<file path="src/rtl/tlb_refill_ctrl_if.sv">
// rtl/tlb_refill_ctrl_if.sv - PTW request/response handshake bundle for the TLB refill controller
//
// Purpose: groups the page-table-walker handshake between the refill
//   controller (master) and the PTW (slave).
// Signals:
//   io_ptw_req_valid     master->slave  walk request
//   io_ptw_req_ready     slave->master  PTW accepts the request
//   io_ptw_req_bits_vpn  master->slave  VPN to walk
//   io_ptw_resp_valid    slave->master  walk response (1-cycle pulse)
interface tlb_refill_ctrl_if #(
  parameter int VPN_W = 27
);
  logic             io_ptw_req_valid;
  logic             io_ptw_req_ready;
  logic [VPN_W-1:0] io_ptw_req_bits_vpn;
  logic             io_ptw_resp_valid;

  modport master (
    output io_ptw_req_valid,
    output io_ptw_req_bits_vpn,
    input  io_ptw_req_ready,
    input  io_ptw_resp_valid
  );

  modport slave (
    input  io_ptw_req_valid,
    input  io_ptw_req_bits_vpn,
    output io_ptw_req_ready,
    output io_ptw_resp_valid
  );
endinterface

</file>
<file path="src/rtl/tlb_refill_ctrl.sv">
// rtl/tlb_refill_ctrl.sv - TLB miss refill controller with invalid-first / tree-PLRU victim choice
//
// Purpose: on a lookup miss, captures the VPN and a victim way, runs the PTW
//   handshake, and strobes refill_we when the walk result is to be written.
// Ports:
//   clk, rst_n          clock, asynchronous active-low reset
//   io_req_valid        lookup request this cycle
//   io_req_bits_vpn     VPN of the lookup
//   io_req_miss         lookup missed
//   io_req_ready        controller idle and able to take a miss
//   io_hit_valid        lookup hit (PLRU touch)
//   io_hit_way          way that hit
//   valid               TLB valid array
//   io_sfence           flush; discards the walk in flight
//   ptw                 PTW handshake (master side)
//   r_refill_waddr      registered victim way
//   r_refill_tag        registered missing VPN
//   refill_we           attribute-array write strobe
//   state_o             current state (debug)
module tlb_refill_ctrl #(
  parameter int ENTRIES = 8,
  parameter int WAY_W   = 3,
  parameter int VPN_W   = 27
) (
  input  logic                clk,
  input  logic                rst_n,
  input  logic                io_req_valid,
  input  logic [VPN_W-1:0]    io_req_bits_vpn,
  input  logic                io_req_miss,
  output logic                io_req_ready,
  input  logic                io_hit_valid,
  input  logic [WAY_W-1:0]    io_hit_way,
  input  logic [ENTRIES-1:0]  valid,
  input  logic                io_sfence,
  tlb_refill_ctrl_if.master   ptw,
  output logic [WAY_W-1:0]    r_refill_waddr,
  output logic [VPN_W-1:0]    r_refill_tag,
  output logic                refill_we,
  output logic [1:0]          state_o
);

  typedef enum logic [1:0] {
    READY    = 2'd0,
    REQUEST  = 2'd1,
    WAIT     = 2'd2,
    WAIT_INV = 2'd3
  } state_t;

  state_t           state_q;
  state_t           state_d;
  logic [6:0]       plru;
  logic [6:0]       plru_d;
  logic [WAY_W-1:0] victim;
  logic [WAY_W-1:0] plru_way;
  logic             accept_miss;

  // Each tree node on the path to w is pointed at the other subtree.
  function automatic logic [6:0] plru_touch(input logic [6:0] p, input logic [2:0] w);
    logic [6:0] r;
    r = p;
    r[0] = ~w[2];
    r[3'd1 + {2'b00, w[2]}] = ~w[1];
    r[3'd3 + {1'b0, w[2:1]}] = ~w[0];
    return r;
  endfunction

  assign accept_miss = (state_q == READY) && io_req_valid && io_req_miss && !io_sfence;

  // Tree walk: go right at a node whose bit is 1.
  always_comb begin
    plru_way    = '0;
    plru_way[2] = plru[0];
    plru_way[1] = plru[3'd1 + {2'b00, plru_way[2]}];
    plru_way[0] = plru[3'd3 + {1'b0, plru_way[2:1]}];
  end

  // Lowest invalid way wins; the PLRU choice applies only when all ways are valid.
  always_comb begin
    victim = plru_way;
    if (valid != {ENTRIES{1'b1}}) begin
      for (int i = ENTRIES - 1; i >= 0; i--) begin
        if (!valid[i]) victim = WAY_W'(i);
      end
    end
  end

  always_comb begin
    state_d = state_q;
    case (state_q)
      READY: begin
        if (accept_miss) state_d = REQUEST;
      end
      REQUEST: begin
        if (ptw.io_ptw_req_ready) state_d = io_sfence ? WAIT_INV : WAIT;
        else if (io_sfence)       state_d = READY;
      end
      WAIT: begin
        if (ptw.io_ptw_resp_valid) state_d = READY;
        else if (io_sfence)        state_d = WAIT_INV;
      end
      WAIT_INV: begin
        if (ptw.io_ptw_resp_valid) state_d = READY;
      end
      default: state_d = READY;
    endcase
  end

  // A flush that coincides with the response still commits the refill.
  assign refill_we = ptw.io_ptw_resp_valid && (state_q == WAIT);

  // Refill touch has priority; a simultaneous hit touch is dropped.
  always_comb begin
    plru_d = plru;
    if (refill_we)         plru_d = plru_touch(plru, r_refill_waddr);
    else if (io_hit_valid) plru_d = plru_touch(plru, io_hit_way);
  end

  always_ff @(posedge clk or negedge rst_n) begin
    if (!rst_n) begin
      state_q        <= READY;
      plru           <= '0;
      r_refill_waddr <= '0;
      r_refill_tag   <= '0;
    end else begin
      state_q <= state_d;
      plru    <= plru_d;
      if (accept_miss) begin
        r_refill_waddr <= victim;
        r_refill_tag   <= io_req_bits_vpn;
      end
    end
  end

  assign io_req_ready            = (state_q == READY);
  assign ptw.io_ptw_req_valid    = (state_q == REQUEST);
  assign ptw.io_ptw_req_bits_vpn = r_refill_tag;
  assign state_o                 = state_q;

endmodule

</file>
<file path="src/flat_wrapper.sv">
// flat-port wrapper written by rule: the top's interface ports become plain ports
module tlb_refill_ctrl_flat 
#(
  parameter int ENTRIES = 8,
  parameter int WAY_W   = 3,
  parameter int VPN_W   = 27
)
  (clk, rst_n, io_req_valid, io_req_bits_vpn, io_req_miss, io_req_ready, io_hit_valid, io_hit_way, valid, io_sfence, r_refill_waddr, r_refill_tag, refill_we, state_o, ptw_io_ptw_req_valid, ptw_io_ptw_req_bits_vpn, ptw_io_ptw_req_ready, ptw_io_ptw_resp_valid);
  tlb_refill_ctrl_if #(.VPN_W(VPN_W)) ptw_i ();
  input  logic clk;
  input  logic rst_n;
  input  logic io_req_valid;
  input  logic [VPN_W-1:0] io_req_bits_vpn;
  input  logic io_req_miss;
  output logic io_req_ready;
  input  logic io_hit_valid;
  input  logic [WAY_W-1:0] io_hit_way;
  input  logic [ENTRIES-1:0] valid;
  input  logic io_sfence;
  output logic [WAY_W-1:0] r_refill_waddr;
  output logic [VPN_W-1:0] r_refill_tag;
  output logic refill_we;
  output logic [1:0] state_o;
  output wire logic [$bits(ptw_i.io_ptw_req_valid)-1:0] ptw_io_ptw_req_valid;
  output wire logic [$bits(ptw_i.io_ptw_req_bits_vpn)-1:0] ptw_io_ptw_req_bits_vpn;
  input wire logic [$bits(ptw_i.io_ptw_req_ready)-1:0] ptw_io_ptw_req_ready;
  input wire logic [$bits(ptw_i.io_ptw_resp_valid)-1:0] ptw_io_ptw_resp_valid;
  assign ptw_io_ptw_req_valid = ptw_i.io_ptw_req_valid;
  assign ptw_io_ptw_req_bits_vpn = ptw_i.io_ptw_req_bits_vpn;
  assign ptw_i.io_ptw_req_ready = ptw_io_ptw_req_ready;
  assign ptw_i.io_ptw_resp_valid = ptw_io_ptw_resp_valid;
  tlb_refill_ctrl #(.ENTRIES(ENTRIES), .WAY_W(WAY_W), .VPN_W(VPN_W)) u_core (.clk(clk), .rst_n(rst_n), .io_req_valid(io_req_valid), .io_req_bits_vpn(io_req_bits_vpn), .io_req_miss(io_req_miss), .io_req_ready(io_req_ready), .io_hit_valid(io_hit_valid), .io_hit_way(io_hit_way), .valid(valid), .io_sfence(io_sfence), .ptw(ptw_i), .r_refill_waddr(r_refill_waddr), .r_refill_tag(r_refill_tag), .refill_we(refill_we), .state_o(state_o));
endmodule
</file>
<file path="config.mk">
export PLATFORM = sky130hd
export DESIGN_NAME = tlb_refill_ctrl_flat
export DESIGN_NICKNAME = d
export VERILOG_FILES = /design/src/rtl/tlb_refill_ctrl_if.sv /design/src/rtl/tlb_refill_ctrl.sv /design/src/flat_wrapper.sv
export SDC_FILE = /design/constraint.sdc
export NUM_CORES = 1
export LEC_CHECK = 0
export ABC_AREA = 0
export CORE_ASPECT_RATIO = 1.2
export CORE_MARGIN = 2
export CORE_UTILIZATION = 37
export DETAILED_ROUTE_END_ITERATION = 8
export PLACE_DENSITY_LB_ADDON = 0.1
export SLEW_MARGIN = 20
export SYNTH_ARGS = -nofsm -noshare
export SYNTH_HDL_FRONTEND = slang
export SYNTH_SLANG_ARGS = --single-unit
</file>
<file path="constraint.sdc">
create_clock -name clk -period 1.4 [get_ports clk]
set_input_delay 0.14 -clock clk [delete_from_list [all_inputs] [get_ports clk]]
set_output_delay 0.14 -clock clk [all_outputs]
set_load 0.005 [all_outputs]
</file>
==> results.ini <==
[synthesis]
syn_inst = 198
async_reset_ff_frac = 1.00
synth_top_area_frac = 0.445
yosysSeqAreaShare = 0.445
synth_fp_nets = 256
synth_ff_type = dfrtp_1
synth_warnings = 0
synth_seq_cells = 39
ys_top_cells_by_count = 39 x dfrtp_1, 27 x buf_4, 26 x mux2_2, 15 x nor2_1, 12 x ha_1
synth_edf_count = 0
syn_avg_cell_area_um2 = 11.1
yosysUniqueCellTypes = 35
synth.area.top_cells = dfrtp_1 44%, mux2_2 13%, buf_4 9.2%
synth_top_cell_by_area = dfrtp_1
syn_area_um2 = 2190
yosysMostFrequentCell = dfrtp_1

[timing]
rsz0062_at_grt = yes
skew_ns = 0.00444
relSlewSlack = 0.671
max_freq_ghz = 0.638
hold_viol = 0
tightest_slew_ns = 0.481
drv_slew = 0
report.final.setup_viol = 31
finalWorstSetupSlack_ns = -0.168
final_period_minus_worst_setup_slack_ns = 1.57
finalCritPeriodShare = 1.12

[placed_design]
gp_congestion = 0.783
io_buffers = 107
dpl.cell_count = 379
place_hpwl_um = 4050
dp_slack_ns = -0.361

[global_routing]
grt_overflow_total = 0
grt_pass1_wl_um = 8210
grt_max_degree = 23
grt_pass1_vias = 1753
antenna_found_initial = 0
grt.total_usage = 0.160

[worst_setup_path]
worstSetupPathType = reg2reg
rrSetupSlack_ns = -0.17
r2r-start = u_core.state_o[0]
cp_slowest_cell = dfrtp_1
start_kind = flip-flop
crit_chain = buf_6 -> nor2_4 -> and4b_4 -> clkbuf_16 -> mux2_4
endpoint_kind = flip-flop
crit_fanout = 6
critPathArrivalTime_ns = 1.74
cpPeakStageDelay_ns = 0.42
r2r_cells = 5
worst_ep_required_time_ns = 1.57
reg2reg_to = u_core.ptw.io_ptw_req_bits_vpn[7]
cp-startpoint = u_core.state_o[0]
crit_end = u_core.ptw.io_ptw_req_bits_vpn[7]

[flow_run]
max_cap_violations = 0

[min_path]
hold_class = in2async

[routing]
drt-pass1-iter-count = 4
wl_per_cell_um = 14.2
met1_length_um = 2520
vias = 1887
routed-wl-met2_um = 2930
met3WireLength_um = 245
wirelength_um = 5710
drc = 0
ant_nets = 0
initialDrtViolationCount = 59
vias_per_cell = 4.71
top_layer_used = met4

[clocking]
cts_root_buf = clkbuf_8
clk_latency_ns = 0.29
htreeDepth = 2
cts_tree = yes
cts_buffer_depth = 2
clkTransAtPathRegs_ns = 0.08
cts_made_buffers = 5
clock-sinks = 39

[outcome]
status = finished, violations left
violations = negative setup slack

[floorplan]
start_util = 0.385
die_area_um2 = 6570
ios = 108
num_rows = 30
core_um2 = 5710
die_h_um = 88.4
die_width_um = 74.3

[power_and_ir_drop]
p_per_area_nw_per_um2 = 1780
peakVddDrop_uv = 677
leakage_nw = 1.72

[finish]
n_fill_cell = 443
nets = 378
antennaDiodeCount = 0
area_growth_pct = 75.9
layout-drive-gt1-share = 0.305
stdcell_count = 401

==> critical path, delay by kind of cell, from the launching register on <==
kind,cells,cell delay [ns]
muxes,1,0.29
and+or+nand+nor,2,0.42
DFF,1,0.42
buffers and inverters,2,0.32
==> layout make-up <==
cell class,instances,area (um2),share of cell area
multi-input cells,116,1130,0.292
repair buffers,148,1480,0.384
well taps,80,100,0.0259
clock buffers,6,72.6,0.0188
flip-flops and latches,39,977,0.253
inverters,10,37.5,0.00972
clock inverters,2,60.1,0.0156
==> how the worst min path moves through the flow <==
| stage | from | endpoint | depth (start not counted) |
|---|---|---|---|
| final | rst_n | u_core.plru[3] | 2 |
| after global routing | rst_n | u_core.ptw.io_ptw_req_bits_vpn[2] | 2 |
| after CTS | rst_n | u_core.plru[3] | 2 |
| after detailed placement | rst_n | u_core.ptw.io_ptw_req_bits_vpn[2] | 1 |
| after global placement | rst_n | u_core.ptw.io_ptw_req_bits_vpn[2] | 1 |
| after floorplan | rst_n | u_core.plru[0] | 0 |
==> power by group <==
part	total [mW]	switching, mW	internal, mW	leakage, nW
logic	3.68	1.08	2.60	1.20
clock network	1.12	0.407	0.713	0.0654
registers	2.07	0.422	1.65	0.461
total	6.88	1.91	4.97	1.72
==> registers in the layout, indices dropped and copies added (netlist names) <==
| name | cells |
|---|---|
| u_core.ptw.io_ptw_req_bits_vpn | 27 |
| u_core.plru | 7 |
| u_core.state_o | 2 |
| u_core.r_refill_waddr | 3 |
==> kinds of logic after synthesis <==
group | synth area share
buf+inv | 0.135
flops | 0.445
simple gates | 0.0850
compound gates | 0.100
mux | 0.163
fa+ha+maj | 0.0684
xor+xnor | 0.00399
==> per-stage QoR <==
| stage | area, um2 | setup TNS (ns) | utilization | power [mW] | hold WS, ns |
|---|---|---|---|---|---|
| after global routing | 3860 | -6.26 | 0.677 | 7.31 | 0.398 |
| after detailed placement | 3420 | -8.33 | 0.599 | 5.48 | 0.130 |
| final | 3860 | -4.38 | 0.677 | 6.88 | 0.352 |
| after global placement | 3420 | -7.76 | 0.599 | 5.43 | 0.137 |
| after floorplan | 2290 | -0.773 | - | 3.74 | -0.156 |
| after CTS | 3650 | -3.54 | 0.640 | 6.73 | 0.356 |
==> cells in the final DEF, fill, tap and decap left out, drive strengths merged, types with 2 or more instances in the layout <==
cell            n
mux2           27
buf            38
nand3b          3
a21oi          10
clkbuf         12
clkdlybuf4s50  97
a32oi           5
nor2           16
bufinv          2
dfrtp          39
nand2           6
dlygate4sd2     4
o22ai           2
nand3           4
nor2b           3
o21a            4
o21ai           4
ha             12
inv            10
dlymetal6s2s    2
o32ai           2
mux2i           5
==> metal layers <==
metal  GRT usage  up-vias
met5           0        -
met4      0.0455        0
met3      0.0342        2
met2       0.278       69
met1       0.200      909
li1            -      907
==> repair_timing <==
item | CTS | global route
cloned | 0 | 4
pin swaps | 1 | 9
endpoints found under the hold margin | 19 | 0
setup endpoints to repair | 35 | 39
hold buffers | 1 | 0
resized for setup | 21 | 30
buffers inserted | 6 | 3
Note: power is estimated with default switching activity, not from simulation.
